===== src/rtl/video_timing_ctrl.sv =====
// Raster timing generator with frame-synchronous test-pattern scheduling.
// Counters h/v are decoded and registered together, so every output shares one cycle of latency.
module video_timing_ctrl #(
  parameter int H_ACTIVE       = 1280,
  parameter int H_FP           = 110,
  parameter int H_SYNC         = 40,
  parameter int H_BP           = 220,
  parameter int V_ACTIVE       = 720,
  parameter int V_FP           = 5,
  parameter int V_SYNC         = 5,
  parameter int V_BP           = 20,
  parameter bit SYNC_POL       = 1'b1,
  parameter int NUM_PAT        = 4,
  parameter int FRAMES_PER_PAT = 120
) (
  input  logic        rfr_clk,
  input  logic        reset_n,
  input  logic        enable,
  input  logic        auto_cycle,
  input  logic        pat_next,
  output logic [11:0] pixel_cnt,
  output logic [11:0] line_cnt,
  output logic        video_on,
  output logic        hsync,
  output logic        vsync,
  output logic        frame_start,
  output logic [1:0]  pat_sel
);

  localparam int H_TOTAL = H_ACTIVE + H_FP + H_SYNC + H_BP;
  localparam int V_TOTAL = V_ACTIVE + V_FP + V_SYNC + V_BP;
  localparam int FCW     = ($clog2(FRAMES_PER_PAT) > 7) ? $clog2(FRAMES_PER_PAT) : 7;

  localparam logic [11:0]    H_LAST   = 12'(H_TOTAL - 1);
  localparam logic [11:0]    V_LAST   = 12'(V_TOTAL - 1);
  localparam logic [11:0]    H_ACT    = 12'(H_ACTIVE);
  localparam logic [11:0]    V_ACT    = 12'(V_ACTIVE);
  localparam logic [11:0]    HS_START = 12'(H_ACTIVE + H_FP);
  localparam logic [11:0]    HS_END   = 12'(H_ACTIVE + H_FP + H_SYNC);
  localparam logic [11:0]    VS_START = 12'(V_ACTIVE + V_FP);
  localparam logic [11:0]    VS_END   = 12'(V_ACTIVE + V_FP + V_SYNC);
  localparam logic [FCW-1:0] FC_LAST  = FCW'(FRAMES_PER_PAT - 1);
  localparam logic [1:0]     PAT_LAST = 2'(NUM_PAT - 1);

  logic [11:0]    h_q, h_d, v_q, v_d;
  logic [FCW-1:0] frame_cnt_q, frame_cnt_d;
  logic           pend_q, pend_d;
  logic           adv_q, adv_d;
  logic [1:0]     pat_sel_q, pat_sel_d;

  logic [11:0]    pixel_cnt_q, pixel_cnt_d, line_cnt_q, line_cnt_d;
  logic           video_on_q, video_on_d;
  logic           hsync_q, hsync_d, vsync_q, vsync_d;
  logic           frame_start_q, frame_start_d;

  logic           h_end, v_end, boundary, advance, hs_win, vs_win;

  always_comb begin
    h_end    = (h_q == H_LAST);
    v_end    = (v_q == V_LAST);
    boundary = enable && h_end && v_end;

    h_d = '0;
    v_d = '0;
    if (enable) begin
      h_d = h_end ? '0 : h_q + 12'd1;
      v_d = v_q;
      if (h_end) v_d = v_end ? '0 : v_q + 12'd1;
    end

    // Decision is taken on the last pixel of the frame; the index itself moves one
    // edge later so that it lands together with the registered (0,0) output.
    advance = boundary && (pend_q || pat_next || (auto_cycle && (frame_cnt_q == FC_LAST)));
    adv_d   = advance;
    pend_d  = advance ? 1'b0 : (pend_q | pat_next);

    frame_cnt_d = frame_cnt_q;
    if (!auto_cycle || advance) frame_cnt_d = '0;
    else if (boundary)          frame_cnt_d = frame_cnt_q + 1'b1;

    pat_sel_d = pat_sel_q;
    if (adv_q) pat_sel_d = (pat_sel_q == PAT_LAST) ? '0 : pat_sel_q + 2'd1;
  end

  always_comb begin
    hs_win = (h_q >= HS_START) && (h_q < HS_END);
    vs_win = (v_q >= VS_START) && (v_q < VS_END);

    pixel_cnt_d   = '0;
    line_cnt_d    = '0;
    video_on_d    = 1'b0;
    hsync_d       = !SYNC_POL;
    vsync_d       = !SYNC_POL;
    frame_start_d = 1'b0;
    if (enable) begin
      pixel_cnt_d   = h_q;
      line_cnt_d    = v_q;
      video_on_d    = (h_q < H_ACT) && (v_q < V_ACT);
      hsync_d       = hs_win ? SYNC_POL : !SYNC_POL;
      vsync_d       = vs_win ? SYNC_POL : !SYNC_POL;
      frame_start_d = (h_q == '0) && (v_q == '0);
    end
  end

  always_ff @(posedge rfr_clk) begin
    if (!reset_n) begin
      h_q           <= '0;
      v_q           <= '0;
      frame_cnt_q   <= '0;
      pend_q        <= 1'b0;
      adv_q         <= 1'b0;
      pat_sel_q     <= '0;
      pixel_cnt_q   <= '0;
      line_cnt_q    <= '0;
      video_on_q    <= 1'b0;
      hsync_q       <= !SYNC_POL;
      vsync_q       <= !SYNC_POL;
      frame_start_q <= 1'b0;
    end else begin
      h_q           <= h_d;
      v_q           <= v_d;
      frame_cnt_q   <= frame_cnt_d;
      pend_q        <= pend_d;
      adv_q         <= adv_d;
      pat_sel_q     <= pat_sel_d;
      pixel_cnt_q   <= pixel_cnt_d;
      line_cnt_q    <= line_cnt_d;
      video_on_q    <= video_on_d;
      hsync_q       <= hsync_d;
      vsync_q       <= vsync_d;
      frame_start_q <= frame_start_d;
    end
  end

  assign pixel_cnt   = pixel_cnt_q;
  assign line_cnt    = line_cnt_q;
  assign video_on    = video_on_q;
  assign hsync       = hsync_q;
  assign vsync       = vsync_q;
  assign frame_start = frame_start_q;
  assign pat_sel     = pat_sel_q;

endmodule


===== config.mk =====
export PLATFORM = sky130hd
export DESIGN_NAME = video_timing_ctrl
export DESIGN_NICKNAME = d
export VERILOG_FILES = /design/src/rtl/video_timing_ctrl.sv
export SDC_FILE = /design/constraint.sdc
export NUM_CORES = 1
export LEC_CHECK = 0
export ABC_AREA = 1
export BUFFER_PORTS_ARGS = -buffer_cell sky130_fd_sc_hd__buf_2
export CORE_ASPECT_RATIO = 1.5
export CORE_MARGIN = 5
export CORE_UTILIZATION = 35
export CTS_BUF_LIST = sky130_fd_sc_hd__clkbuf_8
export DETAILED_ROUTE_END_ITERATION = 16
export PLACE_DENSITY = 0.54
export SLEW_MARGIN = 20
export SYNTH_ARGS = -nofsm -noshare
export SYNTH_HDL_FRONTEND = slang
export SYNTH_SLANG_ARGS = --single-unit

===== constraint.sdc =====
create_clock -name rfr_clk -period 4.55 [get_ports rfr_clk]
set_clock_uncertainty 0.1 [all_clocks]
set_input_delay 1.365 -clock rfr_clk [delete_from_list [all_inputs] [get_ports rfr_clk]]
set_output_delay 1.365 -clock rfr_clk [all_outputs]
set_load 0.005 [all_outputs]

==> metrics.yaml <==
placement:
  numPlacedInstances: 507
  dp_hpwl_mm: 4.96
  postPlaceCellArea_um2: 3090
  dpl_worst_slack_ns: 1.62
  input_output_buffers: 34
  gp_routability_congestion: 0.850
clocking:
  htreeDepth: 3
  cts_root_buffer: "clkbuf_8"
  cts_tree: "done"
  max-clock-path-buffers: 2
  clock_sink_count: 63
  clock_insertion_delay_worst_skew_ns: 0.34
  cts-resized-gates: 0
  number_of_buffers_created_by_cts: 9
  cts_hold_buffers: 0
  clk_pin_slew_ns: 0.07
  post_cts.repair.setup_buffers: 0
routing:
  dr_total_vias: 2395
  post_route_drc: 0
  avgRoutedWirePerCell_um: 12.4
  drt_first_pass_iters: 4
  drt-initial-drc-count: 117
  drt-total-wl_mm: 6.45
  vias_per_cell: 4.59
  drt.antenna.violating_nets: 0
logic_synthesis:
  synth-adder-area-share_pct: 4.40
  syn_area_per_cell_um2: 7.58
  yosys.area_share.xor_xnor_pct: 2.77
  synth-edff-count: 0
  synthesis.instances: 375
  ys_ff_latch: 63
  synth_fp_nets: 390
  synth-compound-area-share_pct: 5.72
  yosysWarnings: 0
  synth_seq_area_share_pct: 44.4
  combinational_family_with_the_most_area_after_synthesis: "simple AND/OR/NAND/NOR gates"
  muxShareOfSynthArea_pct: 0
  mappedNetlistArea_um2: 2840
  ys_dominant_reg_cell: "dfxtp_1"
  synth_simple_gate_area_share_pct: 34.1
  netlist-cell-type-count: 32
  asyncSetResetFlopFracSynth_pct: 0
power_and_ir_drop:
  clkPwrFrac_pct: 47.3
  p_sw_mw: 0.235
  power.switching_fraction_pct: 21.4
  internal_power_mw: 0.865
  power.leakage_nw: 1.35
  share_seq_of_total_power_pct: 50.5
  worst_ir_drop_vdd_mv: 0.147
  power.density_cell_area_nw_per_um2: 334
  comb_power_share_pct: 2.2
global_route:
  antenna_found_initial: 0
  global_route.overflow_total: 0
  m1_gr_usage_pct: 14.6
  track_usage_pct: 13.8
  groute.layer.met2.usage_pct: 24.7
  grt_first_pass_wirelength_mm: 11.2
  maximum_number_of_pins_on_one_net_before_global_route_repair: 28
  grt_pass1_vias: 2372
  top_usage_layer: "met2"
  grt_use_met3_pct: 3.95
cells_and_area:
  final_design_area_no_fill_um2: 3300
  final_net_count: 428
  finalNonFillerCells: 522
  flow.area_growth_from_synthesis_pct: 16.0
  post_route_cells_drive_above_1_share_pct: 17.5
  num_antenna_cells: 0
  postLayoutCoreUtil_pct: 41.4
die:
  rows: 40
  placeable_core_region_um2: 7960
  pin_count: 35
  die_width_um: 83.6
  floorplan.die_area_um2: 10100
  die_h_um: 120
  initial_core_util_pct: 35.7
outcome:
  status: "completed"
sta:
  timing.final.ws_setup_ns: 1.99
  setup-tns-final_ns: 0
  timing_worst_slew_pin_value_ns: 0.593
  min_period_ns: 2.56
  timing.max_slew.rel_slack_pct: 60.4
  rsz0062_at_grt: "false"
  setup_viol_count_final: 0
  fmax_mhz: 391
  timing.final.crit_share_pct: 56.2
  final_max_slew_viol_count: 0
  final_hold_vio_count: 0
setup_path:
  worst_ep_required_ns: 4.69
  timing.critical_path.slowest_cell_delay_ns: 0.41
  cp.buffers_inverters: 2
  critical_path.max_fanout: 27
  path_cells: "buf_2, nand2_2, clkinv_1, nand2_1, a21oi_1, o21a_1"
  category_of_the_most_critical_setup_path: "primary input to register"
  critPathArrivalTime_ns: 2.70
  library_cell_contributing_the_largest_single_delay_on_the_critical_path: "nand2_2"
  setup.worst_path.end_class: "register"
  critical_path.top_delay_family: "simple AND/OR/NAND/NOR gates"
  critPathLaunchType: "primary input"
run:
  maxCapViolCount: 0
hold_path:
  holdCritPathClass: "register to register"
[final timing paths]
path | start | end | slack [ns] | depth (start not counted)
setup / recovery | enable | h_q[8]$_SDFF_PP0_ | 1.99 | 6
hold / removal | pend_q$_SDFF_PP0_ | pend_q$_SDFF_PP0_ | 0.36 | 2
setup reg to reg | v_q[1]$_SDFFE_PN0N_ | v_q[4]$_SDFFE_PN0N_ | 2.41 | 11
hold reg to reg | pend_q$_SDFF_PP0_ | pend_q$_SDFF_PP0_ | 0.36 | 2
[layout make-up]
| class | count | area (um2) |
|---|---|---|
| Fill cell | 833 | 4660 |
| Multi-Input combinational cell | 255 | 1340 |
| Sequential cell | 63 | 1260 |
| Inverter | 50 | 188 |
| Timing Repair Buffer | 34 | 170 |
| Tap cell | 105 | 131 |
| Clock buffer | 9 | 124 |
| Clock inverter | 6 | 86.3 |
[layout by cell type (no fill, tap or decap), types with 6 or more instances in the layout]
cell type	count
buf_2	34
nand2_1	64
inv_1	46
ha_1	10
nor3_1	9
a21oi_1	16
nor2_1	72
nand4_1	14
nand3_1	23
dfxtp_1	63
clkbuf_8	9
nor2_2	6
o21ai_0	9
xor2_1	7
[worst min-delay path, delay by kind of cell, from the launching register on]
| kind | cells | cell delay (ns) |
|---|---|---|
| DFF | 1 | 0.31 |
| and+or+nand+nor | 2 | 0.12 |
[cells in the mapped netlist (2+ instances only)]
| master | instances | area share, % |
|---|---|---|
| nor2_1 | 72 | 9.5 |
| nand2_1 | 64 | 8.5 |
| dfxtp_1 | 63 | 44 |
| inv_1 | 46 | 6.1 |
| nand3_1 | 23 | 4.0 |
| a21oi_1 | 16 | 2.8 |
| nand4_1 | 14 | 3.1 |
| ha_1 | 10 | 4.4 |
| nor3_1 | 9 | 1.6 |
| o21ai_0 | 9 | 1.6 |
| xor2_1 | 7 | 2.2 |
| nor2_2 | 6 | 1.3 |
| nand2_2 | 5 | 1.1 |
| buf_6 | 4 | 1.6 |
| inv_2 | 3 | 0.40 |
| nand3_2 | 3 | 1.1 |
| clkbuf_1 | 2 | 0.26 |
| nand3_4 | 2 | 1.2 |
| nor2_4 | 2 | 0.79 |
| o2111ai_1 | 2 | 0.62 |
| xnor2_1 | 2 | 0.62 |
[power groups by stage]
stage / Combinational, mW / Clock [mW] / Sequential (mW)
after floorplan: 0.0153 / 0 / 0.568
after global placement: 0.0241 / 0 / 0.568
after detailed placement: 0.0245 / 0 / 0.568
after CTS: 0.0246 / 0.534 / 0.556
after global routing: 0.0275 / 0.563 / 0.555
final: 0.0241 / 0.521 / 0.556
[per-layer routing]
layer  part of all wire (%)  vias up
li1                       -     1271
met4                    2.2        0
met1                     41     1075
met2                     52       38
met3                    4.1       11
met5                      0        -
[through the flow]
step | hold slack, ns | power (mW)
2_1_floorplan | 0.333 | 0.583
3_3_place_gp | 0.348 | 0.592
3_5_place_dp | 0.358 | 0.593
4_1_cts | 0.374 | 1.11
5_1_grt | 0.395 | 1.15
6_report | 0.365 | 1.10
[logic make-up (layout without fill, tap and decap cells)]
family                     count (synthesis)  count (layout)
DFF                                       63              63
xor gates and xnor gates                   9               9
buffers and inverters                     57              99
AOI/OAI and AO/OA                         30              30
and+or+nand+nor                          206             206
adders and majority gates                 10              10
[state kept, by name (all words and copies together) (netlist names), 2 cells and up]
signal	cells
h_q	12
line_cnt	12
pixel_cnt	12
frame_cnt_q	7
pat_sel	2
v_q	12
Note: power is estimated with default switching activity, not from simulation.
